## src/rtl/occ_meter.sv

```systemverilog
// occ_meter: counts hits over a window of WINDOW enabled cycles and reports
// the saturated hit count together with the switch pattern of the nearest
// occupancy class.
module occ_meter #(
  parameter int WINDOW   = 128,
  parameter int OCC_SIZE = 7,
  parameter int LVL_SIZE = 4
) (
  input  logic                clk,
  input  logic                rst,
  input  logic                en,
  input  logic                clear,
  input  logic                hit,
  output logic [OCC_SIZE-1:0] occ_out,
  output logic [LVL_SIZE-1:0] lvl_out,
  output logic                occ_valid,
  output logic                sat
);

  localparam int WIN_W   = $clog2(WINDOW);
  localparam int HIT_W   = $clog2(WINDOW + 1);
  localparam int OCC_MAX = (1 << OCC_SIZE) - 1;

  // Maps a saturated occupancy value onto the selector's switch pattern.
  // Class 32 uses bit 1 only; bit 2 is never driven by the selector.
  function automatic logic [LVL_SIZE-1:0] decode_lvl(input logic [OCC_SIZE-1:0] occ);
    logic [31:0] v;
    v = 32'(occ);
    if (v < 32'd16) begin
      decode_lvl = LVL_SIZE'(4'b0001);
    end else if (v < 32'd48) begin
      decode_lvl = LVL_SIZE'(4'b0010);
    end else if (v < 32'd93) begin
      decode_lvl = LVL_SIZE'(4'b1000);
    end else begin
      decode_lvl = LVL_SIZE'(4'b0000);
    end
  endfunction

  logic [WIN_W-1:0]    win_cnt_q, win_cnt_d;
  logic [HIT_W-1:0]    hit_cnt_q, hit_cnt_d;
  logic [OCC_SIZE-1:0] occ_q, occ_d;
  logic [LVL_SIZE-1:0] lvl_q, lvl_d;
  logic                valid_q, valid_d;
  logic                sat_q, sat_d;

  logic                end_win_s;
  logic [HIT_W-1:0]    total_s;
  logic                over_s;
  logic [OCC_SIZE-1:0] occ_sat_s;

  // Window-closing arithmetic: the hit of the final cycle belongs to the window.
  always_comb begin
    end_win_s = en && (win_cnt_q == WIN_W'(WINDOW - 1));
    total_s   = hit_cnt_q + HIT_W'(hit);
    over_s    = (32'(total_s) > 32'(OCC_MAX));
    occ_sat_s = over_s ? OCC_SIZE'(OCC_MAX) : OCC_SIZE'(total_s);
  end

  // Next-state: clear beats end of window, which beats normal counting.
  always_comb begin
    win_cnt_d = win_cnt_q;
    hit_cnt_d = hit_cnt_q;
    occ_d     = occ_q;
    lvl_d     = lvl_q;
    sat_d     = sat_q;
    valid_d   = 1'b0;
    if (clear) begin
      win_cnt_d = '0;
      hit_cnt_d = '0;
    end else if (en) begin
      if (end_win_s) begin
        occ_d     = occ_sat_s;
        lvl_d     = decode_lvl(occ_sat_s);
        sat_d     = over_s;
        valid_d   = 1'b1;
        win_cnt_d = '0;
        hit_cnt_d = '0;
      end else begin
        win_cnt_d = win_cnt_q + WIN_W'(1);
        hit_cnt_d = total_s;
      end
    end else begin
      win_cnt_d = win_cnt_q;
      hit_cnt_d = hit_cnt_q;
    end
  end

  // State and report registers with synchronous active-low reset.
  always_ff @(posedge clk) begin
    if (!rst) begin
      win_cnt_q <= '0;
      hit_cnt_q <= '0;
      occ_q     <= '0;
      lvl_q     <= LVL_SIZE'(4'b0001);
      sat_q     <= 1'b0;
      valid_q   <= 1'b0;
    end else begin
      win_cnt_q <= win_cnt_d;
      hit_cnt_q <= hit_cnt_d;
      occ_q     <= occ_d;
      lvl_q     <= lvl_d;
      sat_q     <= sat_d;
      valid_q   <= valid_d;
    end
  end

  assign occ_out   = occ_q;
  assign lvl_out   = lvl_q;
  assign occ_valid = valid_q;
  assign sat       = sat_q;

endmodule
```

## config.mk

```make
export PLATFORM = sky130hd
export DESIGN_NAME = occ_meter
export DESIGN_NICKNAME = d
export VERILOG_FILES = /design/src/rtl/occ_meter.sv
export SDC_FILE = /design/constraint.sdc
export NUM_CORES = 1
export LEC_CHECK = 0
export CORE_MARGIN = 2
export CORE_UTILIZATION = 58
export CTS_CLUSTER_DIAMETER = 80
export CTS_CLUSTER_SIZE = 10
export DETAILED_ROUTE_END_ITERATION = 8
export PLACE_DENSITY = 0.94
export SYNTH_ARGS = -nofsm -noshare
export SYNTH_HDL_FRONTEND = slang
export SYNTH_SLANG_ARGS = --single-unit
```

## constraint.sdc

```tcl
create_clock -name clk -period 2.9 [get_ports clk]
set_input_delay 0.435 -clock clk [delete_from_list [all_inputs] [get_ports clk]]
set_output_delay 0.435 -clock clk [all_outputs]
set_load 0.02 [all_outputs]
```

==> reports/metrics.cfg, run 1 <==
[status]
status = finished clean

[critical_path]
worst_setup_path_start_kind = input port
worst-setup-path-type = in -> reg
rrSetupSlack_ns = 0.80
r2r_start = hit_cnt_q[0]
cp.arrival_ns = 2.60
required_ns = 3.19
slowest_stage = or4_1
critPathMaxStageDelay_ns = 0.55
cp_top_family = simple AND/OR/NAND/NOR gates
cp-end-kind = flip-flop
critPathMaxFanout = 9
cp_cell_sequence = clkdlybuf4s50_1 -> ha_1 -> ha_1 -> nand3_1 -> xnor2_1 -> or4_1 -> nand3_1
r2r_end = lvl_out[0]
rr_worst_depth = 6
crit_buf_inv = 1

[synth]
synth-edff-count = 0
synth.mux.area_fraction = 0.0142
synth_area_mm2 = 0.00141
yosys_warnings = 0
ys_ff_latch = 27
ys_seq_area_frac = 0.385
syn_inst = 158
synth-compound-area-share = 0.177
synth.top_cell.area_share = 0.385
synthFlopType = dfxtp_1
syn-num-nets = 166
async_flop_share = 0
synth_xor_area_frac = 0.0623
synthDistinctLibCells = 44
synth_top_family_by_area = simple AND/OR/NAND/NOR gates
avgSynthCellArea_um2 = 8.89
synth-simple-area-share = 0.287
synth_area_leader_cell = dfxtp_1
synthAdderAreaFrac = 0.0267
synth.area.top_cells = dfxtp_1 38%, o221a_1 4.8%, a21oi_1 4.3%, nand3_1 4.3%, nand2_1 3.5%

[global_route]
antenna_found_initial = 0
grt_max_degree = 22
grtUsageTotal = 0.228
grt.overflow.total = 0
grt_pass1_wl_um = 4730
grt_pass1_vias = 1081

[pwr]
finalPower_w = 0.000570
power.density_mw_per_mm2 = 359
total_leakage_power_nw = 0.573
ir_drop_mv = 0.294

[sta]
relSlewSlack = 0.618
setup_tns_ns = 0
rsz0062_at_grt = no
final.setup_skew_ns = 0.0127
finalCriticalPeriod_ns = 2.31
hold_slack_ns = 0.471
finalSetupViolCount = 0
slew_viol_final = 0
hold_violations = 0
worst_slew_pin_slew_ns = 0.574
max_clock_freq_mhz = 434
period_share = 0.795

[detailed_routing]
vias = 1203
highest_layer = met4
drcViolationCount = 0
first_pass_iters = 4
finalWirelength_um = 2900
routedWlPerCell_um = 14.7
initialDrtViolationCount = 29
dr_wl_met2_um = 1380
wl_met1_um = 1310
vias_per_cell = 6.11
dr_wl_met3_um = 156
final_antenna_net_count = 0

[hold_path]
whs_endpoint = occ_out[5]
hp-class = reg -> reg
hold_path_depth = 2
min-delay-start = occ_out[5]

[clock_tree]
htreeDepth = 1
cts_tree = yes
clk_root_buffer_cell = clkbuf_4
ctsLongestPathBuffers = 2
path_clk_slew_ns = 0.15
cts_resized = 0
post_cts_buffers = 0
cts_buffers = 3
worstSkewPairLatency_ns = 0.34
clock-sinks = 27
cts_hold_buf = 0

[die]
die_h_um = 53.2
design.core.area_mm2 = 0.00225
row_count = 17
start_util = 0.623
io_pins = 18
dieArea_mm2 = 0.00283
die_w_um = 53.2

[cells_and_area]
layout-drive-gt1-share = 0.0888
final_area_mm2 = 0.00159
layout_commonest_cell = dfxtp_1
instances_no_fill = 197
fillers = 171
final_cell_mix = 27 x dfxtp_1, 16 x clkdlybuf4s50_1, 13 x nand2_1, 12 x nand3_1, 12 x a21oi_1
multiInputGateArea_um2 = 801
syn_to_final_growth_pct = 13.2
antennaDiodeCount = 0
nNetsFinal = 178
seq_area_um2 = 541

[placement]
hpwlAfterDp_um = 2080
dp.cells = 193
place_area_mm2 = 0.00156
port_buffers = 16
routabilityCongestion = 0.873

[flow_run]
drv_cap = 0

where the power goes:
part | switching (W) | total, W | internal [W] | leakage, nW
sequential | 0.00000130 | 0.000374 | 0.000373 | 0.218
clock | 0.000117 | 0.000169 | 0.0000520 | 0.0177
combinational | 0.0000156 | 0.0000268 | 0.0000112 | 0.338
cells by family after synthesis:
group | Yosys count
and+or+nand+nor | 65
buffers and inverters | 14
adders and majority gates | 3
AOI/OAI and AO/OA | 36
DFF | 27
muxes | 2
xor gates and xnor gates | 10
other | 1
layer usage:
metal	GRT usage	up-vias
li1	-	593
met1	0.283	563
met2	0.374	39
met3	0.0367	8
met4	0.120	0
met5	0	-
registers in the layout, indices dropped and copies added (netlist names):
signal / flops
sat: 1
occ_valid: 1
win_cnt_q: 7
lvl_out: 3
hit_cnt_q: 8
occ_out: 7
cell type report:
class	count	area share
multi-input combinational	117	0.504
timing repair buffer	18	0.110
inverter	3	0.00708
sequential	27	0.340
clock inverter	1	0.00315
clock buffer	3	0.0142
tap	28	0.0220
through the flow:
stage,utilization,setup slack [ns]
floorplan,-,0.821
global placement,0.693,0.351
detailed placement,0.693,0.258
CTS,0.705,0.613
global route,0.705,0.514
finish,0.705,0.594
worst max-delay path by stage:
stage | start | depth (start not counted) | end | slack (ns)
after floorplan | hit | 7 | lvl_out[0] | 0.82
after global placement | hit | 7 | lvl_out[0] | 0.35
after detailed placement | hit | 7 | lvl_out[0] | 0.26
after CTS | hit | 7 | lvl_out[0] | 0.61
after global routing | hit | 7 | lvl_out[0] | 0.51
final | hit | 7 | lvl_out[0] | 0.59
worst reg2reg max path, delay by kind of cell, from the launching register on:
family	cells	cell delay [ns]
adders and majority gates	2	0.66
DFF	1	0.36
and+or+nand+nor	3	0.82
xor gates and xnor gates	1	0.22
cell usage after synthesis, types with 3 or more instances:
master,instances
clkbuf_1,6
o21ai_0,6
xnor2_1,5
nor2_1,8
ha_1,3
nand3_1,12
dfxtp_1,27
buf_2,3
xor2_1,5
a21oi_1,12
nand2b_1,5
and3_1,3
nand4_1,3
inv_1,3
o221a_1,6
nand2_1,13
nand4b_1,3
Note: power is estimated with default switching activity, not from simulation.
==> inputs of run 2 (changes only) <==
--- a/config.mk
+++ b/config.mk
@@ -6,11 +6,11 @@
 export NUM_CORES = 1
 export LEC_CHECK = 0
 export CORE_MARGIN = 2
-export CORE_UTILIZATION = 58
+export CORE_UTILIZATION = 54
 export CTS_CLUSTER_DIAMETER = 80
 export CTS_CLUSTER_SIZE = 10
 export DETAILED_ROUTE_END_ITERATION = 8
-export PLACE_DENSITY = 0.94
+export PLACE_DENSITY = 0.89
 export SYNTH_ARGS = -nofsm -noshare
 export SYNTH_HDL_FRONTEND = slang
 export SYNTH_SLANG_ARGS = --single-unit
==> constraint.sdc (replaced) <==
create_clock -name clk -period 2.3 [get_ports clk]
set_input_delay 0.345 -clock clk [delete_from_list [all_inputs] [get_ports clk]]
set_output_delay 0.345 -clock clk [all_outputs]
set_load 0.02 [all_outputs]
==> run 2 against run 1 <==
Effect of this change: via count increased by 3.2%; cell count grew 5.1%; setup slack worse by 0.22 ns; flip-flop and latch count stayed put; sequential power increased by 26%; routed wire length shrank 1.5%; die area increased by 6.8%; clock power grew 19%; worst hold slack got worse by 0.0024 ns; global-route usage fell by 0.94 points; critical path depth up 2; sequential share of layout area down 1.3 points.
==> reports/metrics.cfg, run 2 (same netlist as run 1, synthesis figures left out) <==
[clock_tree]
clock-sinks = 27  ; unchanged
clk_root_buffer_cell = clkbuf_4
cts_tree = yes
cts_hold_buf = 0  ; unchanged
post_cts_buffers = 0  ; unchanged
worstSkewPairLatency_ns = 0.33  ; about the same
path_clk_slew_ns = 0.14  ; about the same
ctsLongestPathBuffers = 2  ; unchanged
cts_resized = 0  ; unchanged
cts_buffers = 3  ; unchanged
htreeDepth = 1  ; unchanged

[global_route]
antenna_found_initial = 0  ; unchanged
grt.overflow.total = 0  ; unchanged
grtUsageTotal = 0.219  ; -0.00942
grt_pass1_vias = 1060  ; -1.9%
grt_max_degree = 22  ; unchanged
grt_pass1_wl_um = 4710  ; -0.59%

[critical_path]
worst-setup-path-type = in -> reg
rr_worst_depth = 8  ; +2
critPathMaxFanout = 5  ; -4
r2r_end = lvl_out[3]
cp-end-kind = flip-flop
crit_path_end = lvl_out[3]
cp.arrival_ns = 2.19  ; -0.41 ns
worst_setup_path_start_kind = input port
r2r_start = hit_cnt_q[0]
critPathLaunch = hit
rrSetupSlack_ns = 0.50  ; -0.30 ns
required_ns = 2.57  ; -0.62 ns

[detailed_routing]
drcViolationCount = 0  ; unchanged
vias = 1241  ; +3.2%
first_pass_iters = 4  ; unchanged
routedWlPerCell_um = 13.8  ; -6.2%
initialDrtViolationCount = 31  ; +6.9%
vias_per_cell = 6.00  ; -1.8%
finalWirelength_um = 2860  ; -1.5%
final_antenna_net_count = 0  ; unchanged

[placement]
hpwlAfterDp_um = 2200  ; +5.6%
routabilityCongestion = 0.871  ; -0.19%
port_buffers = 16  ; unchanged

[pwr]
total_leakage_power_nw = 0.612  ; +6.8%
ir_drop_mv = 0.342  ; +16%
finalPower_w = 0.000708  ; +24%
power.density_mw_per_mm2 = 429  ; +20%

[die]
io_pins = 18  ; unchanged
start_util = 0.567  ; -0.0560
design.core.area_mm2 = 0.00248  ; +9.9%
dieArea_mm2 = 0.00303  ; +6.8%
die_w_um = 55.0  ; +3.4%
die_h_um = 55.0  ; +3.4%
row_count = 18  ; +1

[cells_and_area]
seq_area_um2 = 541  ; unchanged
regMostFlops = hit_cnt_q
nNetsFinal = 186  ; +4.5%
multiInputGateArea_um2 = 801  ; unchanged
final_cell_mix = 27 x dfxtp_1, 16 x clkdlybuf4s50_1, 13 x nand2_1, 12 x nand3_1, 12 x a21oi_1
fillers = 205  ; +20%
largest_register_ffs = 8  ; unchanged
antennaDiodeCount = 0  ; unchanged
layout_commonest_cell = dfxtp_1
layout-drive-gt1-share = 0.124  ; +0.0355
syn_to_final_growth_pct = 17.5

[sta]
period_share = 0.835
worst_slew_pin_slew_ns = 0.553  ; -0.0205 ns
final.setup_skew_ns = 0.00877  ; -0.00397 ns
hold_violations = 0  ; unchanged
setup_tns_ns = 0  ; unchanged
rsz0062_at_grt = no
hold_slack_ns = 0.469  ; -0.00242 ns
finalSetupViolCount = 0  ; unchanged
relSlewSlack = 0.631  ; +0.0137
max_clock_freq_mhz = 520
slew_viol_final = 0  ; unchanged
finalCriticalPeriod_ns = 1.92

[hold_path]
hp-class = reg -> reg

[status]
status = finished clean

[flow_run]
drv_cap = 0  ; unchanged

==> run 2: layout make-up <==
class / instances / area share
inverter: 3 / 0.00682
tap: 30 / 0.0227
clock buffer: 4 / 0.0159
sequential: 27 / 0.327
timing repair buffer: 26 / 0.142
multi-input combinational: 117 / 0.485
==> run 2: per-layer routing <==
metal,up-vias,share of wire,global-route usage
met5,-,0,0
met4,0,0.015,0.0976
met3,6,0.058,0.0323
met2,50,0.49,0.381
met1,574,0.43,0.264
li1,611,-,-
==> run 2: worst min-delay path by stage <==
stage                       from      endpoint  depth (start not counted)
global placement      occ_out[5]    occ_out[5]                          2
detailed placement    occ_out[5]    occ_out[5]                          2
global route          occ_out[5]    occ_out[5]                          2
finish                occ_out[5]    occ_out[5]                          2
CTS                   occ_out[5]    occ_out[5]                          2
floorplan           hit_cnt_q[0]  hit_cnt_q[0]                          2
==> run 2: metrics by stage <==
stage               area (um2)  instances   util  setup WS (ns)
floorplan                 1410        158      -          0.311
global placement          1630        203  0.656         0.0670
global route              1650        207  0.667          0.231
CTS                       1650        207  0.667          0.390
detailed placement        1630        203  0.656         0.0362
finish                    1650        207  0.667          0.378
==> run 2: worst max-delay path, stage by stage <==
cell and delay [ns]:
clkdlybuf4s50_1 0.40, ha_1 0.23, ha_1 0.26, buf_4 0.18, nand4bb_1 0.18, o32ai_1 0.13
a31oi_1 0.08, o31a_1 0.26, a21oi_1 0.13
==> run 2: power by group <==
group,switching [W],total [W],internal (W)
Sequential,0.00000164,0.000471,0.000470
Clock,0.000133,0.000201,0.0000681
Combinational,0.0000200,0.0000361,0.0000161
